`config.mk`:
```
export PLATFORM = sky130hd
export DESIGN_NAME = rssb_result_collector_flat
export DESIGN_NICKNAME = d
export VERILOG_FILES = /design/src/rtl/rssb_result_collector_if.sv /design/src/rtl/rssb_result_collector.sv /design/src/flat_wrapper.sv
export SDC_FILE = /design/constraint.sdc
export NUM_CORES = 1
export LEC_CHECK = 0
export ABC_CLOCK_PERIOD_IN_PS = 2200
export BUFFER_PORTS_ARGS = -buffer_cell sky130_fd_sc_hd__clkbuf_2
export CORE_MARGIN = 2
export CORE_UTILIZATION = 32
export DETAILED_ROUTE_END_ITERATION = 16
export GPL_TIMING_DRIVEN = 1
export PLACE_DENSITY = 0.52
export SLEW_MARGIN = 20
export SYNTH_ARGS = -nofsm -noshare
export SYNTH_HDL_FRONTEND = slang
export SYNTH_SLANG_ARGS = --single-unit
```
`constraint.sdc`:
```
create_clock -name clk -period 2.2 [get_ports clk]
set_clock_uncertainty 0.1 [all_clocks]
set_input_delay 0.44 -clock clk [delete_from_list [all_inputs] [get_ports clk]]
set_output_delay 0.44 -clock clk [all_outputs]
set_load 0.02 [all_outputs]
```
`src/rtl/rssb_result_collector_if.sv`:
```
// Output word stream of the RSSB result collector: head-of-FIFO word with valid/ready.
interface rssb_result_collector_if #(
  parameter int WW = 8
);
  logic [WW-1:0] word_out;
  logic          word_valid;
  logic          word_ready;

  modport master (output word_out, output word_valid, input word_ready);
  modport slave  (input word_out, input word_valid, output word_ready);
endinterface

```
`src/rtl/rssb_result_collector.sv`:
```
// Captures the CPU result/flag stream, packs result chunks LSB-first into words,
// queues them in a small FIFO, counts borrows and flags dropped words.
module rssb_result_collector #(
  parameter int BW = 1,
  parameter int WW = 8,
  parameter int FD = 4,
  parameter int CW = 8
) (
  input  logic                   clk,
  input  logic                   rst,
  input  logic                   ena,
  input  logic                   flag,
  input  logic [BW-1:0]          result,
  input  logic                   flush,
  rssb_result_collector_if.master words,
  output logic [$clog2(FD):0]    level,
  output logic                   overflow,
  output logic [CW-1:0]          borrow_cnt
);

  localparam int NCH = WW / BW;
  localparam int IW  = (NCH > 1) ? $clog2(NCH) : 1;
  localparam int AW  = $clog2(FD);

  logic [WW-1:0] acc, acc_cap;
  logic [IW-1:0] bidx, bidx_cap;
  logic          push, pop, wr, full, empty;
  logic [AW:0]   wptr, rptr;
  logic [WW-1:0] mem [FD];

  // The chunk captured this cycle is merged before deciding whether to push,
  // so a capture that completes the word together with flush pushes only once.
  always_comb begin
    acc_cap  = acc;
    bidx_cap = bidx;
    if (ena) begin
      acc_cap[bidx*BW +: BW] = result;
      bidx_cap               = bidx + 1'b1;
    end
    push = (ena && (bidx == IW'(NCH - 1))) || (flush && (ena || (bidx != '0)));
  end

  assign level            = wptr - rptr;
  assign empty            = (wptr == rptr);
  assign full             = (level == (AW + 1)'(FD));
  assign words.word_valid = !empty;
  assign words.word_out   = empty ? '0 : mem[rptr[AW-1:0]];
  assign pop              = !empty && words.word_ready;
  assign wr               = push && (!full || pop);

  always_ff @(posedge clk) begin
    if (rst) begin
      acc        <= '0;
      bidx       <= '0;
      wptr       <= '0;
      rptr       <= '0;
      overflow   <= 1'b0;
      borrow_cnt <= '0;
    end else begin
      acc  <= push ? '0 : acc_cap;
      bidx <= push ? '0 : bidx_cap;
      if (pop)
        rptr <= rptr + 1'b1;
      if (wr)
        wptr <= wptr + 1'b1;
      if (push && full && !pop)
        overflow <= 1'b1;
      if (ena && flag && (borrow_cnt != '1))
        borrow_cnt <= borrow_cnt + 1'b1;
    end
  end

  always_ff @(posedge clk) begin
    if (wr && !rst)
      mem[wptr[AW-1:0]] <= acc_cap;
  end

endmodule

```
`src/flat_wrapper.sv`:
```
// flat-port wrapper written by rule: the top's interface ports become plain ports
module rssb_result_collector_flat 
#(
  parameter int BW = 1,
  parameter int WW = 8,
  parameter int FD = 4,
  parameter int CW = 8
)
  (clk, rst, ena, flag, result, flush, level, overflow, borrow_cnt, words_word_out, words_word_valid, words_word_ready);
  rssb_result_collector_if #(.WW(WW)) words_i ();
  input  logic clk;
  input  logic rst;
  input  logic ena;
  input  logic flag;
  input  logic [BW-1:0] result;
  input  logic flush;
  output logic [$clog2(FD):0] level;
  output logic overflow;
  output logic [CW-1:0] borrow_cnt;
  output wire logic [$bits(words_i.word_out)-1:0] words_word_out;
  output wire logic [$bits(words_i.word_valid)-1:0] words_word_valid;
  input wire logic [$bits(words_i.word_ready)-1:0] words_word_ready;
  assign words_word_out = words_i.word_out;
  assign words_word_valid = words_i.word_valid;
  assign words_i.word_ready = words_word_ready;
  rssb_result_collector #(.BW(BW), .WW(WW), .FD(FD), .CW(CW)) u_core (.clk(clk), .rst(rst), .ena(ena), .flag(flag), .result(result), .flush(flush), .words(words_i), .level(level), .overflow(overflow), .borrow_cnt(borrow_cnt));
endmodule
```
==> metrics.yaml <==
status: "finished with violations"
violations: "negative setup slack"
grt_max_degree: 15
fillers: 824
gp_congestion: 0.768
rr_worst_depth: 7
ys.flop_type: "edfxtp_1"
syn_area_per_cell_um2: 12.9
first_global_vias: 1888
place_inst: 368
setup_violations: 33
num_antenna_cells: 0
drv_slew: 0
async_flop_share_pct: 0
rrSetupSlack_ns: -0.04
reg2reg_from: "u_core.wptr[0]"
setup_ws_ns: -0.0409
path_clk_slew_ns: 0.07
drtAntennaViolNets: 0
path_class: "register to register"
synth_top_area_cell: "edfxtp_1"
hold_viol_final: 0
drc: 0
fmaxAchievable_ghz: 0.446
setup.worst_path.end: "u_core.mem[0][7]"
crit_path_start: "u_core.wptr[0]"
yosysMostFrequentCell: "edfxtp_1"
end_kind: "register"
grt_overflow: 0
hold_depth: 2
coreArea_um2: 8590
grt_pass1_wl_um: 9360
cp-start-kind: "register"
fp.dieH_um: 97.5
hpwl_um: 3970
drt_wl_total_um: 5560
hold_path_class: "input port to register"
cts_buffer_depth: 2
dieArea_um2: 9500
synthTopCellsByCount: "32 x edfxtp_1, 28 x dfxtp_1, 17 x nor2b_1"
min_period_over_period_pct: 102
relSlewSlack_pct: 56.2
yosys-top-cells-area: "edfxtp_1 34%, dfxtp_1 20%, ha_1 6.7%, mux4_2 6.4%, nor2b_1 3.8%"
final_layout_size_suffix_gt1_share_pct: 40.4
dpl_cell_area_um2: 3240
io_pins: 28
synth_cells: 217
hold_ws_ns: 0.275
cts_root_buffer: "clkbuf_8"
wl_per_cell_um: 14.3
numCtsBuffers: 9
rsz0062_at_grt: "true"
cts_tree: "done"
yosys_warnings: 0
port_buffers: 27
finalNetCount: 298
fp-row-count: 34
instances_no_fill: 388
insertion_delay_ns: 0.33
grtUsageTotal_pct: 12.5
cts_num_sinks: 60
cp.arrival_ns: 2.21
p_per_area_nw_per_um2: 928
synth-seq-cells: 60
die_x_um: 97.5
rr_endpoint: "u_core.mem[0][7]"
cp.required_ns: 2.17
postCtsHoldBufs: 0
cts_max_level: 3
ys_types: 44
final_area_um2: 3620
synth_top_area_share_pct: 34.4
seq_area_frac_synth_pct: 54.4
vias_per_cell: 4.80
crit_fanout: 8
p_leak_uw: 0.00139
syn2layout_area_growth_pct: 29.4
syn-num-nets: 240
vias: 1861
initial_utilization_pct: 32.5
syn_area_um2: 2800
period_needed_ns: 2.24
cap_violations: 0
drt-pass1-iter-count: 4
tightest_slew_ns: 0.652
ir_drop_uv: 322
synth_edf_count: 32
grt_antenna_before_repair: 0
drt_iter0_drc: 60
## flip-flops by register name, indices dropped and copies added, names as in the netlist, named ones only
| signal | flops |
|---|---|
| u_core.rptr | 3 |
| u_core.mem | 32 |
| u_core.bidx | 3 |
| u_core.overflow | 1 |
| u_core.borrow_cnt | 8 |
| u_core.acc | 8 |
| u_core.wptr | 3 |
## cell families (layout without fill, tap and decap cells)
| kind of cell | count (synthesis) | in the layout | share of synthesized area [%] |
|---|---|---|---|
| and+or+nand+nor | 75 | 75 | 16.4 |
| adders and majority gates | 16 | 16 | 7.43 |
| xor gates and xnor gates | 10 | 10 | 3.40 |
| buffers and inverters | 16 | 79 | 2.42 |
| AOI/OAI and AO/OA | 20 | 20 | 4.83 |
| DFF | 60 | 60 | 54.4 |
| muxes | 20 | 20 | 11.1 |
## what timing repair did
item                                   CTS  global route
setup endpoints to repair               44            59
pin swaps                                8             4
endpoints found under the hold margin    0             0
cloned                                   1             0
setup buffers                            2             1
resized for setup                       20            29
## worst min-delay path by stage
stage	start	endpoint	slack (ns)
after floorplan	u_core.wptr[0]	u_core.wptr[0]	0.37
after global placement	u_core.overflow	u_core.overflow	0.34
after detailed placement	u_core.overflow	u_core.overflow	0.35
after CTS	rst	u_core.wptr[2]	0.28
after global routing	rst	u_core.wptr[2]	0.29
final	rst	u_core.wptr[2]	0.27
## routing by layer
| layer | share of wire, % | global-route usage (%) |
|---|---|---|
| met5 | 0 | 0 |
| met4 | 1.5 | 4.81 |
| met3 | 4.1 | 3.81 |
| met2 | 46 | 19.6 |
| met1 | 48 | 16.4 |
## layout make-up
type	count	area (µm²)	area share, %
multi-input cells	141	1330	36.7
well taps	108	135	3.73
repair buffers	53	389	10.8
clock inverters	7	73.8	2.04
clock buffers	9	124	3.42
flip-flops and latches	60	1530	42.4
inverters	10	37.5	1.04
## cells in the final DEF, fill, tap and decap left out, types with 2 or more instances in the layout
master	count
a21oi_1	5
and3_1	2
and3b_2	4
buf_4	27
buf_6	5
clkbuf_2	18
clkbuf_8	9
clkinv_2	2
dfxtp_1	21
dfxtp_2	6
edfxtp_1	32
ha_1	13
ha_4	2
inv_1	9
inv_6	2
mux2_2	8
mux2i_1	4
mux4_2	8
nand2_1	6
nand3_1	4
nand4_1	2
nor2_1	15
nor2b_1	15
nor3_1	2
nor4b_1	2
nor4bb_1	2
o211ai_1	4
o21ai_0	3
o31ai_1	3
or4_1	4
xnor2_1	2
xor2_1	6
## per-stage QoR
step	power (µW)	setup slack, ns	util (%)	setup TNS [ns]
finish	3360	-0.0409	42.1	-0.721
global route	3540	-0.102	42.1	-2.94
CTS	3300	-0.0318	41.1	-0.494
detailed placement	2170	-0.166	37.7	-4.79
global placement	2160	-0.130	37.7	-3.55
floorplan	1860	-0.0999	-	-2.97
## critical path: stages (launching register included)
cell and delay, ns:
dfxtp_2 0.33, inv_2 0.04, ha_4 0.15, fa_2 0.56, nand2_4 0.08, nor4b_4 0.30, nor3_4 0.10, and3b_2 0.31
## power by group
part | internal (µW) | leakage [µW] | total (µW) | switching (µW)
Clock | 528 | 0.000100 | 986 | 457
Sequential | 1230 | 0.000489 | 1270 | 35.2
Combinational | 561 | 0.000799 | 1110 | 545
Note: power is estimated with default switching activity, not from simulation.
